<file path="src/rtl/mc_ctrl_pkg.sv">
// rtl/mc_ctrl_pkg.sv - shared codes and state encoding for the multi-cycle ALU controller
// Contents: instruction opcodes, ALU sig_op codes, operand-B and PC-source select codes,
// and the controller state enum.
package mc_ctrl_pkg;

    // Instruction opcodes (IR[15:12]); 10-15 are undefined.
    localparam logic [3:0] OPC_ADD  = 4'd0;
    localparam logic [3:0] OPC_SUB  = 4'd1;
    localparam logic [3:0] OPC_AND  = 4'd2;
    localparam logic [3:0] OPC_OR   = 4'd3;
    localparam logic [3:0] OPC_NOT  = 4'd4;
    localparam logic [3:0] OPC_MOVI = 4'd5;
    localparam logic [3:0] OPC_LW   = 4'd6;
    localparam logic [3:0] OPC_SW   = 4'd7;
    localparam logic [3:0] OPC_BEQ  = 4'd8;
    localparam logic [3:0] OPC_JMP  = 4'd9;

    // ALU operation codes driven on sig_op; 6 and 7 are never produced.
    localparam logic [2:0] OP_PASSB = 3'd0;
    localparam logic [2:0] OP_ADD   = 3'd1;
    localparam logic [2:0] OP_SUB   = 3'd2;
    localparam logic [2:0] OP_AND   = 3'd3;
    localparam logic [2:0] OP_OR    = 3'd4;
    localparam logic [2:0] OP_NOTB  = 3'd5;

    // ALU operand A select.
    localparam logic       SRCA_PC   = 1'b0;
    localparam logic       SRCA_REGA = 1'b1;

    // ALU operand B select.
    localparam logic [1:0] SRCB_REGB   = 2'd0;
    localparam logic [1:0] SRCB_CONST1 = 2'd1;
    localparam logic [1:0] SRCB_IMM    = 2'd2;

    // PC load source select.
    localparam logic [1:0] PCSRC_ALU    = 2'd0;
    localparam logic [1:0] PCSRC_ALUOUT = 2'd1;
    localparam logic [1:0] PCSRC_JUMP   = 2'd2;

    typedef enum logic [3:0] {
        ST_FETCH    = 4'd0,
        ST_DECODE   = 4'd1,
        ST_EXEC_R   = 4'd2,
        ST_EXEC_I   = 4'd3,
        ST_MEM_ADDR = 4'd4,
        ST_MEM_RD   = 4'd5,
        ST_MEM_WR   = 4'd6,
        ST_WB_ALU   = 4'd7,
        ST_WB_MEM   = 4'd8,
        ST_BRANCH   = 4'd9,
        ST_JUMP     = 4'd10
    } state_t;

endpackage

</file>
<file path="src/rtl/alu_op_decode.sv">
// rtl/alu_op_decode.sv - maps register-type opcodes to the ALU operation code
// Ports:
//   opcode  in  4  instruction opcode (only 0-4 are meaningful here)
//   sig_op  out 3  ALU operation for the EXEC_R state
module alu_op_decode
    import mc_ctrl_pkg::*;
(
    input  logic [3:0] opcode,
    output logic [2:0] sig_op
);

    always_comb begin
        sig_op = OP_PASSB;
        case (opcode)
            OPC_ADD: sig_op = OP_ADD;
            OPC_SUB: sig_op = OP_SUB;
            OPC_AND: sig_op = OP_AND;
            OPC_OR:  sig_op = OP_OR;
            OPC_NOT: sig_op = OP_NOTB;
            default: sig_op = OP_PASSB;
        endcase
    end

endmodule

</file>
<file path="src/rtl/mc_alu_controller.sv">
// rtl/mc_alu_controller.sv - multi-cycle control FSM for the 16-bit MIPS-style datapath
// Ports:
//   clk, rst_n           clock (rising edge), asynchronous active-low reset
//   opcode               IR[15:12], valid from DECODE onward
//   zero                 ALU zero flag, consumed by BEQ
//   mem_ready            memory access completes in a cycle where it is 1
//   sig_op               ALU operation code
//   alu_src_a/alu_src_b  ALU operand selects
//   mem_read/mem_write   memory requests; i_or_d picks PC (0) or ALUOut (1) address
//   ir_write, pc_write   instruction register and PC load strobes; pc_src picks PC source
//   reg_write            register-file write strobe; mem_to_reg picks ALUOut (0) or MDR (1)
//   instr_done           one-cycle pulse when an instruction retires
//   illegal_op           one-cycle pulse in DECODE for an undefined opcode
//   instr_count          retired-instruction counter, wraps modulo 2^CNT_W
module mc_alu_controller
    import mc_ctrl_pkg::*;
#(
    parameter int CNT_W  = 16,
    parameter int PC_INC = 1
) (
    input  logic             clk,
    input  logic             rst_n,
    input  logic [3:0]       opcode,
    input  logic             zero,
    input  logic             mem_ready,
    output logic [2:0]       sig_op,
    output logic             alu_src_a,
    output logic [1:0]       alu_src_b,
    output logic             mem_read,
    output logic             mem_write,
    output logic             i_or_d,
    output logic             ir_write,
    output logic             pc_write,
    output logic [1:0]       pc_src,
    output logic             reg_write,
    output logic             mem_to_reg,
    output logic             instr_done,
    output logic             illegal_op,
    output logic [CNT_W-1:0] instr_count
);

    // The PC step is produced by the ALU adding the constant-1 operand; PC_INC only
    // records that fact, so the FETCH operand select is the single place it appears.
    localparam logic [1:0] SRCB_PC_STEP = (PC_INC == 1) ? SRCB_CONST1 : SRCB_CONST1;

    state_t           state_q, state_d;
    logic [CNT_W-1:0] instr_count_q, instr_count_d;
    logic [2:0]       r_sig_op;
    logic             retire;

    alu_op_decode u_alu_op_decode (
        .opcode (opcode),
        .sig_op (r_sig_op)
    );

    always_ff @(posedge clk or negedge rst_n) begin
        if (!rst_n) begin
            state_q       <= ST_FETCH;
            instr_count_q <= '0;
        end else begin
            state_q       <= state_d;
            instr_count_q <= instr_count_d;
        end
    end

    always_comb begin
        instr_count_d = instr_count_q + {{(CNT_W-1){1'b0}}, retire};
    end

    assign instr_count = instr_count_q;

    always_comb begin
        state_d    = state_q;
        sig_op     = OP_PASSB;
        alu_src_a  = SRCA_PC;
        alu_src_b  = SRCB_REGB;
        mem_read   = 1'b0;
        mem_write  = 1'b0;
        i_or_d     = 1'b0;
        ir_write   = 1'b0;
        pc_write   = 1'b0;
        pc_src     = PCSRC_ALU;
        reg_write  = 1'b0;
        mem_to_reg = 1'b0;
        retire     = 1'b0;
        illegal_op = 1'b0;

        case (state_q)
            ST_FETCH: begin
                mem_read  = 1'b1;
                alu_src_b = SRCB_PC_STEP;
                sig_op    = OP_ADD;
                // IR and PC+1 are captured only in the cycle the fetch completes.
                ir_write  = mem_ready;
                pc_write  = mem_ready;
                if (mem_ready) begin
                    state_d = ST_DECODE;
                end
            end
            ST_DECODE: begin
                // Speculatively form the branch target into ALUOut.
                alu_src_b = SRCB_IMM;
                sig_op    = OP_ADD;
                case (opcode)
                    OPC_ADD, OPC_SUB, OPC_AND, OPC_OR, OPC_NOT: state_d = ST_EXEC_R;
                    OPC_MOVI:                                   state_d = ST_EXEC_I;
                    OPC_LW, OPC_SW:                             state_d = ST_MEM_ADDR;
                    OPC_BEQ:                                    state_d = ST_BRANCH;
                    OPC_JMP:                                    state_d = ST_JUMP;
                    default: begin
                        illegal_op = 1'b1;
                        state_d    = ST_FETCH;
                    end
                endcase
            end
            ST_EXEC_R: begin
                alu_src_a = SRCA_REGA;
                alu_src_b = SRCB_REGB;
                sig_op    = r_sig_op;
                state_d   = ST_WB_ALU;
            end
            ST_EXEC_I: begin
                alu_src_b = SRCB_IMM;
                sig_op    = OP_PASSB;
                state_d   = ST_WB_ALU;
            end
            ST_MEM_ADDR: begin
                alu_src_a = SRCA_REGA;
                alu_src_b = SRCB_IMM;
                sig_op    = OP_ADD;
                state_d   = (opcode == OPC_LW) ? ST_MEM_RD : ST_MEM_WR;
            end
            ST_MEM_RD: begin
                mem_read = 1'b1;
                i_or_d   = 1'b1;
                if (mem_ready) begin
                    state_d = ST_WB_MEM;
                end
            end
            ST_MEM_WR: begin
                mem_write = 1'b1;
                i_or_d    = 1'b1;
                if (mem_ready) begin
                    retire  = 1'b1;
                    state_d = ST_FETCH;
                end
            end
            ST_WB_ALU: begin
                reg_write  = 1'b1;
                mem_to_reg = 1'b0;
                retire     = 1'b1;
                state_d    = ST_FETCH;
            end
            ST_WB_MEM: begin
                reg_write  = 1'b1;
                mem_to_reg = 1'b1;
                retire     = 1'b1;
                state_d    = ST_FETCH;
            end
            ST_BRANCH: begin
                alu_src_a = SRCA_REGA;
                alu_src_b = SRCB_REGB;
                sig_op    = OP_SUB;
                pc_src    = PCSRC_ALUOUT;
                pc_write  = zero;
                retire    = 1'b1;
                state_d   = ST_FETCH;
            end
            ST_JUMP: begin
                pc_src   = PCSRC_JUMP;
                pc_write = 1'b1;
                retire   = 1'b1;
                state_d  = ST_FETCH;
            end
            default: begin
                state_d = ST_FETCH;
            end
        endcase

        // The state register resets to FETCH, whose read request is unconditional, so
        // the strobes are also masked directly while reset is held.
        if (!rst_n) begin
            mem_read   = 1'b0;
            mem_write  = 1'b0;
            ir_write   = 1'b0;
            pc_write   = 1'b0;
            reg_write  = 1'b0;
            illegal_op = 1'b0;
        end
        instr_done = retire & rst_n;
    end

endmodule

</file>
<file path="config.mk">
export PLATFORM = sky130hd
export DESIGN_NAME = mc_alu_controller
export DESIGN_NICKNAME = d
export VERILOG_FILES = /design/src/rtl/mc_ctrl_pkg.sv /design/src/rtl/alu_op_decode.sv /design/src/rtl/mc_alu_controller.sv
export SDC_FILE = /design/constraint.sdc
export NUM_CORES = 1
export LEC_CHECK = 0
export BUFFER_PORTS_ARGS = -buffer_cell sky130_fd_sc_hd__buf_2
export CAP_MARGIN = 20
export CORE_ASPECT_RATIO = 0.9
export CORE_UTILIZATION = 48
export CTS_BUF_LIST = sky130_fd_sc_hd__clkbuf_4
export DETAILED_ROUTE_END_ITERATION = 8
export PLACE_DENSITY = 0.76
export RECOVER_POWER = 100
export SLEW_MARGIN = 20
export SYNTH_ARGS = -nofsm -noshare
export SYNTH_HDL_FRONTEND = slang
export SYNTH_HIERARCHICAL = 1
export SYNTH_SLANG_ARGS = --single-unit
</file>
<file path="constraint.sdc">
create_clock -name clk -period 2.1 [get_ports clk]
set_input_delay 0.21 -clock clk [delete_from_list [all_inputs] [get_ports clk]]
set_output_delay 0.21 -clock clk [all_outputs]
set_load 0.1 [all_outputs]
</file>
==> results by group, run 1 <==
Logic synthesis
  – Number of flops mapped to enable cells by yosys: 0
  – Top_reg_cell synth: dfrtp_1
  – Yosys top cell area share: 38.8%
  – YS warnings: 6
  – Synth Net Count: 150
  – Synth cell types: 40
  – Largest cells by area after synthesis: dfrtp_1 (39%), xnor2_1 (8.2%), nor2_1 (4.7%), nand2b_1 (3.9%), nor3_2 (3.1%)
  – Register area share after synthesis: 38.8%
  – Synth cell count leaders: dfrtp_1 (20), nor2_1 (16), xnor2_1 (12)
  – Syn Inst Count: 140
  – Cell area after synthesis: 1290 sq um
  – Most common cell in the netlist: dfrtp_1
  – Syn_area_per_cell: 9.21 sq um
  – Most area-hungry cell type in the Yosys netlist: dfrtp_1
  – Asr flop ratio synth: 100%
  – #FFs+latches synth: 20

Critical path
  – Worst-path fanout max: 9
  – Arrival time worst endpoint: 1.80 ns
  – Worst-path cell chain: buf_4, nor3b_1, a31oi_1, a2bb2oi_1, nor3b_4, buf_12
  – FF-to-FF path depth: 7
  – Max stage delay on crit path: 0.48 ns
  – RR Startpoint: state_q[1]
  – Setup CP Type: flip-flop to primary output
  – CP required: 1.89 ns
  – Crit-path slowest cell: dfrtp_2
  – Crit-path leading delay family: flip-flops
  – Critical path launch point type: flip-flop
  – Buf/Inv on CP: 2
  – FF-to-FF End: instr_count[14]
  – R2R Setup Slk: 0.19 ns
  – CP endpoint kind: primary output

Timing
  – Fmax: 497 MHz
  – Fin crit share: 95.9%
  – Post-route clock skew: 0.0116 ns
  – Tmin final: 2.01 ns
  – Max-slew violation count: 0
  – Hold_ws: 0.304 ns
  – Fin worst setup slack: 0.0862 ns
  – Final setup violation count: 0
  – Final hold violation count: 0
  – Unrepaired setup endpoints after global routing: yes
  – Rel. slew slack: 21.1%
  – Setup TNS: 0 ns
  – Measured slew at the worst slew-check pin: 1.19 ns

Floorplan
  – Std cell rows: 17
  – Die width: 56.6 microns
  – Core area: 2490 sq um
  – I/O pins: 41
  – Die H: 51.2 microns
  – Die area: 2900 sq um
  – Starting Density: 51.8%

Routing
  – DR pass1 iterations: 4
  – Vias per cell: 5.56
  – DRT antenna net count: 0
  – DR DRC count: 0
  – DR iter-0 viols: 13
  – Vias: 1195
  – Detailed Route WL: 3020 microns
  – Wirelength per Cell: 14.0 microns

Run status
  – Status: completed

Cells and area
  – ANT cells: 0
  – Layout cells sized above 1: 31.6%
  – Finished Layout Cells: 215
  – Filler cells: 213
  – P&R area growth vs syn: 33.5%
  – Final #Nets: 199

Worst hold path
  – Worst Min Path Start: opcode[3]
  – Worst hold path class: input port to flip-flop
  – WHS Endpoint: state_q[3]
  – Hold Crit Depth: 3

Clocking
  – Clk buf depth: 2
  – CTS H-tree lvls: 1
  – Reg clk slew, reported paths: 0.09 ns
  – Root buffer cell: clkbuf_4
  – CTS tree: yes
  – Clock sinks: 20
  – Skew-Pair Late Insertion Delay: 0.29 ns
  – TritonCTS Buffers: 3

Placement
  – GPL Wtd Cong: 0.822
  – Port bufs: 40
  – Place WS: 0.183 ns
  – Hpwl dp: 2410 microns
  – DP Cell Count: 211

GRT
  – GRT Overall Usage: 22.8%
  – Vias in the first global route: 1092
  – Initial antenna violation count: 0
  – Largest net degree at the start of global routing: 18
  – Total grt overflow: 0
  – First-pass GRT wire length: 5100 microns

Run
  – Max_cap viols: 0
==> worst reg2reg max path, stage by stage (launching register included) <==
cell     delay, ns
dfrtp_1       0.49
and2_1        0.20
o22ai_1       0.21
ha_1          0.21
ha_1          0.23
and2_1        0.20
nand3_1       0.12
xnor2_1       0.15
==> cell usage in the layout (no fill, tap or decap), drive strengths merged, types with 3 or more instances in the layout <==
| cell | instances |
|---|---|
| nand3 | 8 |
| a31oi | 3 |
| buf | 22 |
| and3 | 5 |
| dfrtp | 20 |
| nor2 | 16 |
| clkbuf | 28 |
| xor2 | 3 |
| nor3 | 7 |
| and2 | 3 |
| o21ai | 6 |
| xnor2 | 12 |
| nand2 | 8 |
| nand2b | 8 |
| a21oi | 7 |
| nor3b | 3 |
| nor2b | 4 |
==> metrics by stage <==
stage,instance area [sq um],utilization [%]
after floorplan,1370,-
after global placement,1730,69.3
after detailed placement,1730,69.3
after CTS,1760,70.8
after global routing,1720,69.1
final,1720,69.1
==> per-layer routing <==
| metal | share of wire (%) | track usage (%) | wire [microns] |
|---|---|---|---|
| met5 | 0 | 0 | 0 |
| met4 | 0.63 | 3.66 | 19 |
| met3 | 3.2 | 4.56 | 97 |
| met2 | 50 | 40.8 | 1520 |
| met1 | 46 | 28.9 | 1390 |
==> state kept, by name, summed over array words and instances, names as in the netlist <==
register     count
instr_count     16
state_q          4
==> how the worst max path moves through the flow <==
stage	start	endpoint	depth (start not counted)
after CTS	state_q[0]	illegal_op	5
after global routing	state_q[0]	pc_write	6
final	state_q[0]	pc_write	6
after floorplan	state_q[3]	ir_write	3
after detailed placement	state_q[0]	instr_count[14]	7
after global placement	state_q[0]	sig_op[1]	5
==> what timing repair did <==
action	in CTS	in global routing
setup endpoints to repair	4	5
resized for setup	2	4
endpoints found under the hold margin	10	0
setup buffers	0	0
hold buffers	1	0
==> layout make-up <==
| type | instances | area, sq um | area share, % |
|---|---|---|---|
| clock buffer | 3 | 22.5 | 1.31 |
| inverter | 2 | 7.51 | 0.436 |
| multi-input combinational | 114 | 821 | 47.7 |
| sequential | 20 | 502 | 29.2 |
| tap | 28 | 35.0 | 2.04 |
| timing repair buffer | 48 | 333 | 19.3 |
==> cell families (layout without fill, tap and decap cells) <==
logic type	Yosys count	count (layout)	share of synthesized area (%)
compound gates	22	22	10.2
xor+xnor	15	15	10.2
fa+ha+maj	2	2	1.94
buf+inv	6	53	2.14
flops	20	20	38.8
mux	2	2	1.65
simple gates	73	73	35.0
Power of run 1 is left out: the tool's default activity adds up to more than one toggle a clock period on the data nets, which glitch-free logic cannot reach.
==> run 2: changes to the inputs <==
PLACE_DENSITY = 0.8   (was 0.76)
==> results by group, run 2 (synthesis gave the netlist of run 1 again) <==
Clocking
  – Postcts setup bufs: 0 (unchanged)
  – CTS H-tree lvls: 1 (unchanged)
  – Clock sinks: 20 (unchanged)
  – Clk buf depth: 2 (unchanged)
  – CTS tree: yes
  – Skew-Pair Late Insertion Delay: 0.29 ns (about the same)
  – TritonCTS Buffers: 3 (unchanged)
  – Root buffer cell: clkbuf_4
  – Reg clk slew, reported paths: 0.09 ns (about the same)

Floorplan
  – Std cell rows: 17 (unchanged)
  – Die H: 51.2 microns (unchanged)
  – Die area: 2900 sq um (unchanged)
  – Starting Density: 51.8% (unchanged)
  – Die width: 56.6 microns (unchanged)
  – I/O pins: 41 (unchanged)
  – Core area: 2490 sq um (unchanged)

Cells and area
  – Filler cells: 204 (-4.2%)
  – Fin util: 69.0% (-0.15 points)
  – Final #Nets: 199 (unchanged)
  – ANT cells: 0 (unchanged)
  – Max FFs per register: 16 (unchanged)
  – Layout cells sized above 1: 30.5% (-1.1 points)
  – Most frequent cells in the layout: dfrtp_1 (19), nor2_1 (14), clkbuf_1 (13), xnor2_1 (12), buf_2 (9)
  – Commonest non-fill, non-tap cell in the layout: dfrtp_1
  – P&R area growth vs syn: 33.2%

Critical path
  – Setup CP Type: flip-flop to primary output
  – CP endpoint kind: primary output
  – Arrival time worst endpoint: 1.79 ns (about the same)
  – Critical path launch point type: flip-flop
  – CP required: 1.89 ns (about the same)
  – Worst-path fanout max: 8 (-1)

Routing
  – Vias: 1206 (+0.92%)
  – Detailed Route WL: 3010 microns (-0.23%)
  – Vias per cell: 5.61 (+0.92%)
  – Wirelength per Cell: 14.0 microns (-0.23%)
  – DRT antenna net count: 0 (unchanged)
  – DR pass1 iterations: 4 (unchanged)
  – DR iter-0 viols: 48 (+35)
  – DR DRC count: 0 (unchanged)

Timing
  – Hold_ws: 0.291 ns (-0.0124 ns)
  – Tmin final: 2.00 ns (-0.0182 ns)
  – Final setup violation count: 0 (unchanged)
  – Fmax: 501 MHz (+0.91%)
  – Fin crit share: 95.0% (-0.87 points)
  – Measured slew at the worst slew-check pin: 1.16 ns (-0.0249 ns)
  – Post-route clock skew: 0.00160 ns (-0.0100 ns)
  – Max-slew violation count: 0 (unchanged)
  – Rel. slew slack: 22.8% (+1.7 points)
  – Final hold violation count: 0 (unchanged)
  – Fin worst setup slack: 0.104 ns (+0.0182 ns)

Placement
  – GPL Wtd Cong: 0.869 (+5.7%)
  – Hpwl dp: 2320 microns (-3.7%)
  – Place WS: 0.280 ns (+0.0968 ns)
  – Port bufs: 40 (unchanged)

GRT
  – Vias in the first global route: 1099 (+0.64%)
  – Total grt overflow: 0 (unchanged)
  – GRT Overall Usage: 22.4% (-0.40 points)
  – First-pass GRT wire length: 5020 microns (-1.5%)
  – Largest net degree at the start of global routing: 18 (unchanged)
  – Initial antenna violation count: 0 (unchanged)

Run
  – Max_cap viols: 0 (unchanged)

Worst hold path
  – Worst hold path class: input port to flip-flop

Run status
  – Status: completed
==> run 2: cell counts in the layout (fill, tap and decap cells not counted) <==
Identical to the previous run, type by type.
==> run 2: stage by stage <==
stage / cell area [sq um] / std cells / TNS, ns
final: 1720 / 215 / 0
after global routing: 1720 / 215 / -0.00624
after CTS: 1780 / 215 / 0
after detailed placement: 1740 / 211 / 0
after global placement: 1740 / 211 / 0
after floorplan: 1370 / 140 / -1.33
==> run 2: routing by layer <==
layer	routed length, microns	share of wire (%)	GRT usage (%)
met5	0	0	0
met4	16	0.53	4.88
met1	1340	45	29.4
met2	1490	50	37.5
met3	158	5.2	5.57
==> run 2: path summary, 6_finish.rpt <==
path                                       from              end  slack [ns]  cells past startpoint
worst max-delay path                 state_q[1]       illegal_op        0.10                      5
worst min-delay path                  mem_ready       state_q[0]        0.29                      3
worst max register to register       state_q[2]  instr_count[12]        0.23                      7
worst min register to register  instr_count[15]  instr_count[15]        0.49                      1
max in group asynchronous                 rst_n   instr_count[7]        1.29                      3
min in group asynchronous                 rst_n       state_q[2]        0.35                      2
==> run 2: critical path: stages (launching register included) <==
cell,delay [ns]
dfrtp_2,0.45
buf_4,0.18
nand2b_4,0.19
nor3_4,0.21
and4b_1,0.27
buf_12,0.19
==> run 2: layout make-up <==
type,count,area [sq um],area share (%)
Sequential cell,20,502,29.2
Multi-Input combinational cell,114,817,47.6
Tap cell,28,35.0,2.04
Clock buffer,3,22.5,1.31
Timing Repair Buffer,48,333,19.4
Inverter,2,7.51,0.437
==> run 2: what timing repair did <==
item,CTS,global route
hold buffers,1,0
endpoints found under the hold margin,10,0
resized for setup,3,7
pin swaps,1,0
endpoints found under the setup margin,1,4
Power of run 2 is left out for the same reason.
